### src/rtl/ram_arb_pkg.sv
// Shared definitions for the two-master RAM arbiter: FSM state encoding,
// master IDs and a small ID-to-grant helper.
package ram_arb_pkg;

  typedef enum logic [1:0] {
    IDLE   = 2'd0,
    ACCESS = 2'd1,
    RESP   = 2'd2
  } state_e;

  localparam logic M0 = 1'b0;
  localparam logic M1 = 1'b1;

  function automatic logic [1:0] id_to_onehot(input logic id);
    return (id == M1) ? 2'b10 : 2'b01;
  endfunction

endpackage

### src/rtl/ram_arb_pick.sv
// Arbitration decision for ram_arb. Define RAM_ARB_RR_EN for round-robin;
// the default build uses fixed priority with m1 (data port) over m0 (fetch).
module ram_arb_pick
  import ram_arb_pkg::*;
(
  input  logic       vld0,
  input  logic       vld1,
  input  logic       last,
  output logic [1:0] grant
);

`ifdef RAM_ARB_RR_EN
  // Round-robin: on contention favour the master that was not granted last.
  always_comb begin
    grant = 2'b00;
    if (vld0 && vld1) begin
      grant = id_to_onehot(~last);
    end else if (vld1) begin
      grant = id_to_onehot(M1);
    end else if (vld0) begin
      grant = id_to_onehot(M0);
    end else begin
      grant = 2'b00;
    end
  end
`else
  logic unused_last_s;
  assign unused_last_s = last;

  // Fixed priority: the data port always wins over the fetch port.
  always_comb begin
    grant = 2'b00;
    if (vld1) begin
      grant = id_to_onehot(M1);
    end else if (vld0) begin
      grant = id_to_onehot(M0);
    end else begin
      grant = 2'b00;
    end
  end
`endif

endmodule

### src/rtl/ram_arb.sv
// Two-master arbiter in front of a single-port RAM with combinational read.
// One transaction per three cycles: handshake, RAM access, response.
module ram_arb
  import ram_arb_pkg::*;
#(
  parameter int AW = 32,
  parameter int DW = 32,
  parameter int MW = 4
) (
  input  logic          clk,
  input  logic          rst,
  input  logic          m0_req_vld,
  output logic          m0_req_rdy,
  input  logic [AW-1:0] m0_req_addr,
  input  logic          m0_req_we,
  input  logic [MW-1:0] m0_req_wem,
  input  logic [DW-1:0] m0_req_wdata,
  output logic          m0_rsp_vld,
  input  logic          m0_rsp_rdy,
  output logic [DW-1:0] m0_rsp_rdata,
  input  logic          m1_req_vld,
  output logic          m1_req_rdy,
  input  logic [AW-1:0] m1_req_addr,
  input  logic          m1_req_we,
  input  logic [MW-1:0] m1_req_wem,
  input  logic [DW-1:0] m1_req_wdata,
  output logic          m1_rsp_vld,
  input  logic          m1_rsp_rdy,
  output logic [DW-1:0] m1_rsp_rdata,
  output logic          ram_cs,
  output logic          ram_we,
  output logic [MW-1:0] ram_wem,
  output logic [AW-1:0] ram_addr,
  output logic [DW-1:0] ram_din,
  input  logic [DW-1:0] ram_dout
);

  state_e        state_r;
  logic          owner_r;
  logic          ram_cs_r;
  logic          ram_we_r;
  logic [MW-1:0] ram_wem_r;
  logic [AW-1:0] ram_addr_r;
  logic [DW-1:0] ram_din_r;
  logic          m0_rsp_vld_r;
  logic          m1_rsp_vld_r;
  logic [DW-1:0] rsp_rdata_r;
  logic [1:0]    grant_s;
  logic          hs_s;
  logic          rsp_take_s;

  // The owner register doubles as the last-grant pointer for round-robin.
  ram_arb_pick u_pick (
    .vld0  (m0_req_vld),
    .vld1  (m1_req_vld),
    .last  (owner_r),
    .grant (grant_s)
  );

  // Request ready is only offered in IDLE and never during reset.
  always_comb begin
    m0_req_rdy = 1'b0;
    m1_req_rdy = 1'b0;
    if (!rst && (state_r == IDLE)) begin
      m0_req_rdy = grant_s[0];
      m1_req_rdy = grant_s[1];
    end else begin
      m0_req_rdy = 1'b0;
      m1_req_rdy = 1'b0;
    end
  end

  assign hs_s       = (m0_req_vld & m0_req_rdy) | (m1_req_vld & m1_req_rdy);
  assign rsp_take_s = (owner_r == M1) ? (m1_rsp_vld_r & m1_rsp_rdy)
                                      : (m0_rsp_vld_r & m0_rsp_rdy);

  // Transaction FSM; the RAM-side registers also serve as the command latch.
  always_ff @(posedge clk) begin
    if (rst) begin
      state_r      <= IDLE;
      owner_r      <= M1;
      ram_cs_r     <= 1'b0;
      ram_we_r     <= 1'b0;
      ram_wem_r    <= {MW{1'b0}};
      ram_addr_r   <= {AW{1'b0}};
      ram_din_r    <= {DW{1'b0}};
      m0_rsp_vld_r <= 1'b0;
      m1_rsp_vld_r <= 1'b0;
      rsp_rdata_r  <= {DW{1'b0}};
    end else begin
      case (state_r)
        IDLE: begin
          if (hs_s) begin
            state_r  <= ACCESS;
            ram_cs_r <= 1'b1;
            if (grant_s[1]) begin
              owner_r    <= M1;
              ram_we_r   <= m1_req_we;
              ram_wem_r  <= m1_req_wem;
              ram_addr_r <= m1_req_addr;
              ram_din_r  <= m1_req_wdata;
            end else begin
              owner_r    <= M0;
              ram_we_r   <= m0_req_we;
              ram_wem_r  <= m0_req_wem;
              ram_addr_r <= m0_req_addr;
              ram_din_r  <= m0_req_wdata;
            end
          end else begin
            state_r  <= IDLE;
            ram_cs_r <= 1'b0;
          end
        end
        ACCESS: begin
          state_r      <= RESP;
          ram_cs_r     <= 1'b0;
          rsp_rdata_r  <= ram_we_r ? {DW{1'b0}} : ram_dout;
          m0_rsp_vld_r <= (owner_r == M0);
          m1_rsp_vld_r <= (owner_r == M1);
        end
        RESP: begin
          if (rsp_take_s) begin
            state_r      <= IDLE;
            m0_rsp_vld_r <= 1'b0;
            m1_rsp_vld_r <= 1'b0;
            rsp_rdata_r  <= {DW{1'b0}};
          end else begin
            state_r <= RESP;
          end
        end
        default: begin
          state_r      <= IDLE;
          ram_cs_r     <= 1'b0;
          m0_rsp_vld_r <= 1'b0;
          m1_rsp_vld_r <= 1'b0;
        end
      endcase
    end
  end

  assign ram_cs       = ram_cs_r;
  assign ram_we       = ram_we_r;
  assign ram_wem      = ram_wem_r;
  assign ram_addr     = ram_addr_r;
  assign ram_din      = ram_din_r;
  assign m0_rsp_vld   = m0_rsp_vld_r;
  assign m1_rsp_vld   = m1_rsp_vld_r;
  assign m0_rsp_rdata = rsp_rdata_r;
  assign m1_rsp_rdata = rsp_rdata_r;

endmodule

### config.mk
export PLATFORM = sky130hd
export DESIGN_NAME = ram_arb
export DESIGN_NICKNAME = d
export VERILOG_FILES = /design/src/rtl/ram_arb_pkg.sv /design/src/rtl/ram_arb_pick.sv /design/src/rtl/ram_arb.sv
export SDC_FILE = /design/constraint.sdc
export NUM_CORES = 1
export LEC_CHECK = 0
export CORE_MARGIN = 2
export CORE_UTILIZATION = 38
export DETAILED_ROUTE_END_ITERATION = 10
export GPL_TIMING_DRIVEN = 0
export PLACE_DENSITY = 0.81
export SYNTH_ARGS = -nofsm -noshare
export SYNTH_HDL_FRONTEND = slang
export SYNTH_SLANG_ARGS = --single-unit
export TNS_END_PERCENT = 1
### constraint.sdc
create_clock -name clk -period 1.9 [get_ports clk]
set_input_delay 0.19 -clock clk [delete_from_list [all_inputs] [get_ports clk]]
set_output_delay 0.19 -clock clk [all_outputs]
set_load 0.05 [all_outputs]
==> impl_metrics.toml <==
[run_status]
run_status = "completed"

[detailed_routing]
dr_iter_0_viols = 198
detail_route.wirelength_um = 18400
via_per_inst = 4.99
avgRoutedWirePerCell_um = 17.7
route.antenna.remaining_nets = 0
drc_markers = 0
firstDrtPassIters = 4
detailroute.via_count = 5173

[min_path]
holdPathStages = 3
hold_path_class = "in2reg"

[synthesis]
mappedNetlistArea_um2 = 5320
number_of_nets_in_the_synthesized_netlist = 699
postSynthRegisterBits = 107
synthDistinctLibCells = 32
post_synth.cell_area_avg_um2 = 10.2
yosys_warnings = 0
synth_cells = 523
synth_seq_area_share_pct = 40.3

[layout]
fill_cells = 1120
layout.cells.most_common = "clkdlybuf4s50_1"
area_occupied_by_registers_um2 = 2140
final_util_pct = 65.7
relative_area_change_from_synthesis_to_final_layout_pct = 70.1
fin_nets = 1025
most-common-layout-cells = "clkdlybuf4s50_1 (310), dfxtp_1 (107), a21oi_1 (71)"
drive_gt1_share_pct = 18.0
layout.cells.non_filler = 1036
multi_input_gate_area_um2 = 2570

[placed_design]
buffer_ports.inserted = 312
gp_routability_congestion = 0.838
detailedPlacementHpwl_um = 14500
placedCellCount = 1015
dpl_worst_slack_ps = -632

[global_routing]
grt_pass1_vias = 5257
globalRoute.totalOverflow = 0
grt_max_degree = 17
grt_util_all_layers_pct = 23.6
grt_first_pass_wirelength_um = 27100
antenna_found_initial = 0

[cts]
htree_num_levels = 3
ctsRootBufferMaster = "clkbuf_16"
clock_net_sink_count = 107
worst_setup_hold_path_clk_slew_ps = 70
clk_path_buf_depth = 2
postCtsHoldBufs = 0
numCtsBuffers = 9
worst_skew_pair.late_latency_ps = 350
cts_tree = "yes"

[worst_setup_path]
critical_path_peak_fanout = 3
cp_num_cells = 2
cell_by_cell_trace_of_the_critical_path = "buf_4, clkdlybuf4s50_1"
timing.reg2reg.worst_path_depth = 7
timing.critical_path.slowest_cell_delay_ps = 780
cp.arrival_ps = 1660
endpoint_kind = "output pin"
cp-start-kind = "flip-flop"
cp.required_ps = 1710
cp.buffers_inverters = 2
critPathKind = "reg2out"
cp_slowest_cell = "clkdlybuf4s50_1"
path_delay_family = "buffers and inverters"

[floorplanning]
chipHeight_um = 122
dieWidth_um = 122
initial_utilization_pct = 38.6
dieArea_um2 = 15000
std_cell_rows = 43
core_um2 = 13800
io_pins = 314

[power]
leakage_nw = 3.40
power.ir.vdd_worst_v = 0.000424
power_per_cell_area_nw_per_um2 = 844

[sta]
clock-skew-final_ps = 4.62
period_minus_slack_ps = 1850
max_slew_margin_vs_limit_pct = 48.9
max_clock_freq_ghz = 0.540
tightestPinTransition_ps = 767
timing.final.hold_violations = 0
finalHoldWorstSlack_ps = 326
grt_setup_unrepaired = "false"
post-route-worst-setup-slack_ps = 48.5
final-setup-viol-count = 0
finalMaxSlewViolations = 0
post-route-period-util_pct = 97.4

[flow_run]
maxCapViolations = 0
## state kept, by name, summed over array words and instances (netlist names)
name          cells
ram_cs            1
ram_wem           4
ram_we            1
m0_rsp_vld        1
m1_rsp_vld        1
ram_din          32
ram_addr         32
state_r           2
m0_rsp_rdata     32
owner_r           1
## cell families (layout without fill, tap and decap cells)
kind of cell    Yosys count  count (layout)  synth area share (%)
compound gates          180             180                  27.0
flops                   107             107                  40.3
buf+inv                  85             416                  11.5
simple gates             81              81                  8.07
mux                      69              69                  13.0
xor+xnor                  1               1                 0.165
other cells               0               2                     0
## cell usage after synthesis (all sizes together)
library cell	n	area, um2
mux2i	69	691
a221o	1	10.0
nand3	2	10.0
nor2b	1	6.26
dfxtp	107	2140
a211oi	70	871
and3b	1	8.76
nand2	35	131
nor3	1	5.00
a21oi	71	355
nor4bb	1	10.0
o31ai	2	15.0
and2	2	15.0
inv	1	3.75
nand2b	33	206
nor4b	1	15.0
o21ai	34	170
or2	1	6.26
a31oi	1	6.26
a22oi	1	7.51
clkbuf	19	71.3
buf	65	536
nand3b	1	7.51
nor2	2	7.51
xnor2	1	8.76
## layer usage
metal	vias to the layer above	track usage [%]	routed length, um
li1	2498	-	-
met1	2447	25.1	6830
met2	202	44.0	9690
met3	26	5.62	1380
met4	0	10.4	470
met5	-	0	0
## repair_timing
item / CTS / global route
endpoints found under the setup margin: 2 / 28
gates cloned: 0 / 0
buffers inserted: 4 / 0
resized for setup: 13 / 1
## cell type report
cell class	instances	area share, %
flip-flops and latches	107	23.7
clock inverters	5	1.11
multi-input cells	331	28.4
repair buffers	316	34.8
plain buffers	83	6.68
clock buffers	11	2.68
inverters	1	0.0415
diodes	2	0.0553
well taps	180	2.49
## worst register-to-register path, cell delays in order (launching register included)
cell and delay, ps:
dfxtp_1 290, buf_2 170, nor3_1 250, buf_4 180, buf_4 140, buf_2 240, a21oi_1 130, a211oi_2 210
## path summary, 6_finish.rpt
kind | startpoint | to | slack (ps)
worst min register to register | m0_rsp_rdata[1] | m0_rsp_rdata[1] | 480
worst min-delay path | m1_req_vld | ram_addr[2] | 330
worst max register to register | state_r[1] | ram_addr[11] | 200
worst max-delay path | m0_rsp_rdata[10] | m1_rsp_rdata[10] | 50
## stage by stage
| stage | setup TNS [ps] | instance area, um2 | power (mW) |
|---|---|---|---|
| after global routing | 0 | 9040 | 7.90 |
| final | 0 | 9040 | 7.63 |
| after global placement | -11200 | 8660 | 5.46 |
| after floorplan | 0 | 5320 | 4.41 |
| after detailed placement | -13930 | 8660 | 5.51 |
| after CTS | 0 | 9030 | 7.67 |
## where the power goes
part           total [mW]  switching (mW)  internal [mW]
logic                2.88            1.68           1.20
registers            2.60           0.137           2.46
clock network        2.16           0.835           1.32
total                7.63            2.65           4.98
Power figures use the tool's default switching activity.
